### config.mk
export PLATFORM = sky130hd
export DESIGN_NAME = universal_shift_register
export DESIGN_NICKNAME = d
export VERILOG_FILES = /design/src/rtl/spu_pkg.sv /design/src/rtl/shift_step_comb.sv /design/src/rtl/universal_shift_register.sv
export SDC_FILE = /design/constraint.sdc
export NUM_CORES = 1
export LEC_CHECK = 0
export ABC_AREA = 1
export CORE_MARGIN = 3
export CORE_UTILIZATION = 45
export CTS_CLUSTER_DIAMETER = 60
export DETAILED_ROUTE_END_ITERATION = 10
export MAX_ROUTING_LAYER = met4
export PLACE_DENSITY = 0.78
export SLEW_MARGIN = 10
export SYNTH_ARGS = -nofsm -noshare
export SYNTH_HDL_FRONTEND = slang
export SYNTH_SLANG_ARGS = --single-unit
### constraint.sdc
create_clock -name clk -period 1.55 [get_ports clk]
set_input_delay 0.31 -clock clk [delete_from_list [all_inputs] [get_ports clk]]
set_output_delay 0.31 -clock clk [all_outputs]
set_load 0.01 [all_outputs]
### src/rtl/spu_pkg.sv
// ----------------------------------------------------------------------------
// spu_pkg
//   Shared SPU shifter definitions.
//   - shift_mode_e : fill rule applied to the vacated bit position
//   - shift_dir_e  : shift direction (left = toward MSB, right = toward LSB)
//   The SHM_* and DIR_* names are used by the step function and by the top.
// ----------------------------------------------------------------------------
package spu_pkg;

    typedef enum logic [1:0] {
        SHM_SERIAL = 2'b00,   // fill from serial_in
        SHM_ROTATE = 2'b01,   // fill with the bit leaving the other end
        SHM_ARITH  = 2'b10,   // right: replicate sign bit; left: zero fill
        SHM_ZERO   = 2'b11    // fill with zero
    } shift_mode_e;

    typedef enum logic {
        DIR_LEFT  = 1'b0,
        DIR_RIGHT = 1'b1
    } shift_dir_e;

endpackage : spu_pkg

### src/rtl/shift_step_comb.sv
// ----------------------------------------------------------------------------
// shift_step_comb
//   Pure combinational single-step shifter. Given the current register value,
//   a direction, a fill mode and the serial input, produces the value after
//   exactly one shift. Used by both the manual and the burst paths of
//   universal_shift_register so the two paths cannot diverge.
//
//   Ports
//     q_i          in   WIDTH  current register value
//     dir_i        in   1      0 = left (toward MSB), 1 = right (toward LSB)
//     mode_i       in   2      fill mode (see spu_pkg::shift_mode_e)
//     serial_in_i  in   1      fill bit used in SHM_SERIAL
//     q_next_o     out  WIDTH  value after one shift
// ----------------------------------------------------------------------------
module shift_step_comb
    import spu_pkg::*;
#(
    parameter int WIDTH = 8
) (
    input  logic [WIDTH-1:0] q_i,
    input  logic             dir_i,
    input  logic [1:0]       mode_i,
    input  logic             serial_in_i,
    output logic [WIDTH-1:0] q_next_o
);

    logic fill;

    always_comb begin
        fill     = 1'b0;
        q_next_o = q_i;
        if (shift_dir_e'(dir_i) == DIR_LEFT) begin
            // Arithmetic left is logical left: the vacated LSB takes zero.
            case (shift_mode_e'(mode_i))
                SHM_SERIAL: fill = serial_in_i;
                SHM_ROTATE: fill = q_i[WIDTH-1];
                SHM_ARITH:  fill = 1'b0;
                SHM_ZERO:   fill = 1'b0;
                default:    fill = 1'b0;
            endcase
            q_next_o = {q_i[WIDTH-2:0], fill};
        end else begin
            case (shift_mode_e'(mode_i))
                SHM_SERIAL: fill = serial_in_i;
                SHM_ROTATE: fill = q_i[0];
                SHM_ARITH:  fill = q_i[WIDTH-1];   // sign extension
                SHM_ZERO:   fill = 1'b0;
                default:    fill = 1'b0;
            endcase
            q_next_o = {fill, q_i[WIDTH-1:1]};
        end
    end

endmodule : shift_step_comb

### src/rtl/universal_shift_register.sv
// ----------------------------------------------------------------------------
// universal_shift_register
//   Parametrised load/shift register with left/right shifting, four fill
//   modes, a serial output and an auto-run burst engine that performs
//   'count' shifts after a single start pulse.
//
//   Ports
//     clk          in   1      rising-edge clock
//     rst          in   1      synchronous active-high reset
//     load_en      in   1      parallel load (also aborts a running burst)
//     shift_en     in   1      one manual shift (ignored while busy)
//     dir          in   1      0 = left, 1 = right
//     mode         in   2      fill mode (spu_pkg::shift_mode_e)
//     serial_in    in   1      fill bit for serial mode (sampled live in bursts)
//     parallel_in  in   WIDTH  load data
//     start        in   1      begin a burst (ignored while busy)
//     count        in   CNT_W  burst length, sampled with start
//     q            out  WIDTH  register contents
//     serial_out   out  1      bit that the next shift pushes out
//     busy         out  1      burst in progress (the burst engine state)
//     done         out  1      one-cycle pulse after the last burst shift
//
//   Control: start is a request accepted only when busy is low; busy then
//   stays high for exactly 'count' cycles, one shift per cycle. A start with
//   count == 0 is accepted and completes immediately (done, no busy).
//   Priority on each edge: rst > load_en > start > burst step > shift_en.
// ----------------------------------------------------------------------------
module universal_shift_register
    import spu_pkg::*;
#(
    parameter int WIDTH = 8,
    parameter int CNT_W = 4
) (
    input  logic             clk,
    input  logic             rst,
    input  logic             load_en,
    input  logic             shift_en,
    input  logic             dir,
    input  logic [1:0]       mode,
    input  logic             serial_in,
    input  logic [WIDTH-1:0] parallel_in,
    input  logic             start,
    input  logic [CNT_W-1:0] count,
    output logic [WIDTH-1:0] q,
    output logic             serial_out,
    output logic             busy,
    output logic             done
);

    // ------------------------------------------------------------------------
    // State
    // ------------------------------------------------------------------------
    logic [WIDTH-1:0] q_q,        q_d;
    logic             busy_q,     busy_d;
    logic             done_q,     done_d;
    logic [CNT_W-1:0] rem_q,      rem_d;
    logic             cap_dir_q,  cap_dir_d;
    logic [1:0]       cap_mode_q, cap_mode_d;

    // ------------------------------------------------------------------------
    // Shift datapath: a burst uses the direction/mode captured at start,
    // otherwise the live inputs. serial_in is always live.
    // ------------------------------------------------------------------------
    logic             eff_dir;
    logic [1:0]       eff_mode;
    logic [WIDTH-1:0] q_shifted;

    assign eff_dir  = busy_q ? cap_dir_q  : dir;
    assign eff_mode = busy_q ? cap_mode_q : mode;

    shift_step_comb #(
        .WIDTH (WIDTH)
    ) u_step (
        .q_i         (q_q),
        .dir_i       (eff_dir),
        .mode_i      (eff_mode),
        .serial_in_i (serial_in),
        .q_next_o    (q_shifted)
    );

    // ------------------------------------------------------------------------
    // Next-state logic
    // ------------------------------------------------------------------------
    always_comb begin
        q_d        = q_q;
        busy_d     = busy_q;
        done_d     = 1'b0;          // done is a single-cycle pulse
        rem_d      = rem_q;
        cap_dir_d  = cap_dir_q;
        cap_mode_d = cap_mode_q;

        if (load_en) begin
            // Load always wins and silently aborts any burst.
            q_d    = parallel_in;
            busy_d = 1'b0;
            rem_d  = '0;
        end else if (start && !busy_q) begin
            // Start edge only captures; the first shift happens next edge.
            cap_dir_d  = dir;
            cap_mode_d = mode;
            if (count != '0) begin
                busy_d = 1'b1;
                rem_d  = count;
            end else begin
                done_d = 1'b1;
            end
        end else if (busy_q) begin
            q_d = q_shifted;
            if (rem_q != '0) begin
                rem_d = rem_q - CNT_W'(1);
            end
            if (rem_q == CNT_W'(1)) begin
                busy_d = 1'b0;
                done_d = 1'b1;
            end
        end else if (shift_en) begin
            q_d = q_shifted;
        end
    end

    // ------------------------------------------------------------------------
    // Registers
    // ------------------------------------------------------------------------
    always_ff @(posedge clk) begin
        if (rst) begin
            q_q        <= '0;
            busy_q     <= 1'b0;
            done_q     <= 1'b0;
            rem_q      <= '0;
            cap_dir_q  <= 1'b0;
            cap_mode_q <= 2'b00;
        end else begin
            q_q        <= q_d;
            busy_q     <= busy_d;
            done_q     <= done_d;
            rem_q      <= rem_d;
            cap_dir_q  <= cap_dir_d;
            cap_mode_q <= cap_mode_d;
        end
    end

    // ------------------------------------------------------------------------
    // Outputs
    // ------------------------------------------------------------------------
    assign q          = q_q;
    assign busy       = busy_q;
    assign done       = done_q;
    assign serial_out = (shift_dir_e'(eff_dir) == DIR_RIGHT) ? q_q[0] : q_q[WIDTH-1];

endmodule : universal_shift_register

# After elaboration in Yosys (flattened, before gate mapping)
# Cells that the tools add are included.
# classes
n_addsub,1
n_eq_ne,6
mux,22
bitwise,1
reduce_logical,13
# ops
operator,n
$mux W8,5
$mux W4,4
$mux W1,10
$reduce_bool A4 Y1,2
$eq A2 B2 Y1 const B,2
$eq A4 B1 Y1 const B,1
$pmux W1 S4,1
$reduce_and A2 Y1,2
$reduce_bool A2 Y1,2
$reduce_or A2 Y1,2
$sub A4 B1 Y4 const B,1
$pmux W1 S3,1
$reduce_and A3 Y1,1
$reduce_bool A3 Y1,1
$eq A2 B1 Y1 const B,1
$logic_not A2 Y1,1
$mux W2,1
$ne A2 B1 Y1 const B,1
$ne A2 B2 Y1 const B,1
$logic_and A1 B1 Y1,1
$logic_not A1 Y1,1
$not A1 Y1,1
# word_totals
regBits,17
input_bits,21
output_inout_bits,11
word_cells,49

# Depth between registers and ports, before layout
# logic_depth
word_depth,9
depth_mapped,9

# Hierarchy
# Synthesis repeated with hierarchy kept, for this count alone.
# unflattened
cells_unflattened,170
area_unflattened_um2,1156.1
# by_module_without_submodules
mod,instances,cells_each,area_per_inst_um2,seq_area_each_um2
universal_shift_register,1,135,1011.0,340.3
shift_step_comb,1,35,145.1,0.0

# Least setup slack after synthesis
# No wires, ideal clock.
# synth_timing
path_kind,register to output
from,register busy_q (netlist: busy)
to,output port serial_out
arrival_time_ns,1.140
required_ns,1.240
slack_ns,0.100
stages_incl_launch_ff,5
path_buffers,0
path_cell_list,dfxtp_1 nand2_2 nand2_4 clkinv_4 o21ai_0
# synth_between
elab_chain_len,2
# synth_lines
element,line_no,text
"start, declared",universal_shift_register.sv:54,"logic busy_q, busy_d;"
"start signal, assigned",universal_shift_register.sv:134,busy_q <= busy_d;
$mux W1,universal_shift_register.sv:68,assign eff_dir = busy_q ? cap_dir_q : dir;
$mux W1,universal_shift_register.sv:148,assign serial_out = (shift_dir_e'(eff_dir) == DIR_RIGHT) ? q_q[0] : q_q[WIDTH-1];
"end, declared",universal_shift_register.sv:45,"output logic serial_out,"
# No other way between the ends.

# Worst setup path in the final report
# layout_timing
from,register q_q[2] (netlist: q[2])
to,output port q[2]
# layout_lines
element,line_no,text
"start, declared",universal_shift_register.sv:53,"logic [WIDTH-1:0] q_q, q_d;"
"start signal, assigned",universal_shift_register.sv:133,q_q <= q_d;
"end, declared",universal_shift_register.sv:44,"output logic [WIDTH-1:0] q,"
# No word-level cell between the ends.

==> results.py <==
metrics = {
    "drt": {
        "wl_per_cell_um": 12.12,
        "dr.pass1.iters": 4,
        "vias": 1179,
        "route.detailed.drc": 0,
        "finalWirelength_mm": 2.764,
        "first_iter_violations": 28,
        "antenna_left": 0,
        "vias_per_cell": 5.171,
    },
    "floorplan": {
        "die_y_um": 53.55,
        "rows": 16,
        "die_x_um": 53.55,
        "initial_core_util": 0.4982,
        "dieArea_um2": 2867,
        "ios": 32,
        "coreArea_um2": 2042,
    },
    "critical_path": {
        "crit_arrival_ps": 1200,
        "critPathBufInv": 1,
        "path_max_fanout": 3,
        "critPathCaptureType": "output port",
        "worst_setup_path_start_kind": "register",
        "worstRegToRegCells": 7,
        "max_stage_delay_ps": 540,
        "crit_chain": "clkdlybuf4s50_1",
        "path_class": "register to output port",
        "critical-path-slowest-cell": "clkdlybuf4s50_1",
        "crit_family": "buffers and inverters",
        "ff2ff_setup_slack_ps": 120,
        "rr_startpoint": "rem_q[0]$_SDFFE_PP0P_",
        "r2r-end": "rem_q[2]$_SDFFE_PP0P_",
        "worstPathRequired_ps": 1240,
    },
    "place": {
        "place_ws_ps": -474.9,
        "hpwlAfterDp_mm": 2.161,
        "portBuffers": 31,
        "gp_congestion": 0.9550,
        "place_area_um2": 1461,
    },
    "layout": {
        "diodes": 0,
        "area_growth_pct": 46.37,
        "nets": 225,
        "drive_above_1_share": 0.1940,
        "final_common_cell": "nand2_1",
        "final_cell_mix": "nand2_1, clkdlybuf4s50_1, inv_1",
        "stdcell_area_um2": 1489,
    },
    "sta": {
        "finalSetupViolations": 0,
        "holdWs_ps": 296.1,
        "max_freq_mhz": 660.1,
        "final.setup.worst_slack_ps": 35.12,
        "slew_headroom": 0.7795,
        "finalCritPeriodShare": 0.9773,
        "rsz0062_at_grt": "false",
        "worst_pin_slew_ps": 329.6,
        "hold_viol": 0,
        "finalMaxSlewViolations": 0,
        "clock-skew-final_ps": 5.879,
        "period_needed_ps": 1515,
    },
    "clocking": {
        "cts_buffers": 3,
        "cts_buffer_depth": 2,
        "cts.sinks": 17,
        "cts_tree": "yes",
        "clock_latency_ps": 300,
        "post_cts_buffers": 0,
        "ctsHoldBuffers": 0,
        "htree_levels": 1,
        "clkTransAtPathRegs_ps": 110,
        "clock-root-buffer": "clkbuf_4",
    },
    "job": {
        "drv_cap": 0,
    },
    "power": {
        "ir_worst_vdd_v": 0.0005756,
        "power.leakage_nw": 0.7180,
        "powerDensity_nw_per_um2": 731.8,
    },
    "global_routing": {
        "grt_max_degree": 12,
        "grt_pass1_vias": 1135,
        "grt_pass1_wl_mm": 4.616,
        "grt-ovfl-total": 0,
        "track_usage": 0.2177,
        "antenna_found_initial": 0,
    },
    "logic_synthesis": {
        "synth_cells": 153,
        "avgSynthCellArea_um2": 6.649,
        "ys_ff_latch": 17,
        "yosysUniqueCellTypes": 24,
        "syn-cell-area_um2": 1017,
        "ys_warn_count": 0,
        "synth-seq-area-share": 0.3346,
        "syn-num-nets": 176,
    },
    "min_path": {
        "min_path_type": "primary input to register",
        "hp-start": "dir",
        "min_to": "cap_dir_q$_SDFFE_PP0P_",
        "holdPathStages": 3,
    },
    "run_status": {
        "status": "completed",
    },
}
-- metrics by stage --
| step | TNS (ps) | instances | util | total power [W] |
|---|---|---|---|---|
| 4_1_cts | -26.09 | 228 | 0.7255 | 0.001096 |
| 3_5_place_dp | -834.1 | 224 | 0.7157 | 0.0008538 |
| 2_1_floorplan | 0 | 153 | - | 0.0006791 |
| 6_report | 0 | 228 | 0.7292 | 0.001090 |
| 3_3_place_gp | -486.0 | 224 | 0.7157 | 0.0008426 |
| 5_1_grt | 0 | 228 | 0.7292 | 0.001151 |
-- worst max-delay path by stage --
| stage | start | cells past startpoint | slack (ps) | end |
|---|---|---|---|---|
| CTS | dir | 8 | -30 | serial_out |
| global placement | dir | 7 | -440 | serial_out |
| floorplan | busy$_SDFFE_PP0P_ | 4 | 100 | serial_out |
| finish | q[2]$_SDFFE_PP0P_ | 1 | 40 | q[2] |
| detailed placement | dir | 7 | -470 | serial_out |
| global route | q[2]$_SDFFE_PP0P_ | 1 | 0.9 | q[2] |
-- power by group --
group	internal, W	total (W)	switching, W	leakage [nW]
clock network	0.0000961	0.000254	0.000157	0.0177
registers	0.000471	0.000498	0.0000266	0.141
logic	0.000169	0.000338	0.000169	0.559
total	0.000737	0.00109	0.000353	0.718
-- logic make-up (layout without fill, tap and decap cells) --
| family | after synthesis | count (layout) | share of synthesized area |
|---|---|---|---|
| fa+ha+maj | 2 | 2 | 0.02460 |
| simple gates | 73 | 73 | 0.3296 |
| flops | 17 | 17 | 0.3346 |
| compound gates | 39 | 39 | 0.2202 |
| buf+inv | 22 | 70 | 0.09102 |
-- per-layer routing --
layer,GRT usage,routed length [µm],share of wire
met1,0.2420,1226,0.44
met2,0.3980,1360,0.49
met5,-,0,0
met4,0.07234,48,0.017
met3,0.02770,129,0.047
-- timing repair --
action | CTS | global route
cloned | 0 | 0
endpoints found under the setup margin | 7 | 3
gates resized for setup | 13 | 4
-- state kept, by name (all words and copies together) (netlist names) --
name and count:
cap_mode_q 2, q 8, busy 1, cap_dir_q 1, done 1, rem_q 4
-- cell type report --
cell class | instances | area, µm²
Multi-Input combinational cell | 114 | 584.3
Fill cell | 179 | 553.0
Timing Repair Buffer | 46 | 419.2
Sequential cell | 17 | 344.1
Inverter | 20 | 80.08
Tap cell | 27 | 33.78
Clock buffer | 3 | 22.52
Clock inverter | 1 | 5.005
-- Yosys cell counts --
library cell	n	share of area
nor2_2	1	0.0062
a21oi_2	1	0.0086
nor3_1	1	0.0049
nand2_1	41	0.15
nand3_2	2	0.020
nand2_4	1	0.011
inv_1	17	0.063
o21ai_0	16	0.079
dfxtp_1	17	0.33
o31ai_1	1	0.0074
nand2_2	4	0.025
or2_2	2	0.012
nand4_1	3	0.018
nand3_1	6	0.030
nor2_1	11	0.041
inv_2	2	0.0074
a21oi_1	9	0.044
buf_2	1	0.0049
ha_1	2	0.025
a31oi_1	6	0.037
nor2_4	1	0.011
o211ai_1	6	0.044
clkinv_4	1	0.0086
buf_4	1	0.0074
No activity file was read; power rests on OpenSTA's default activity.
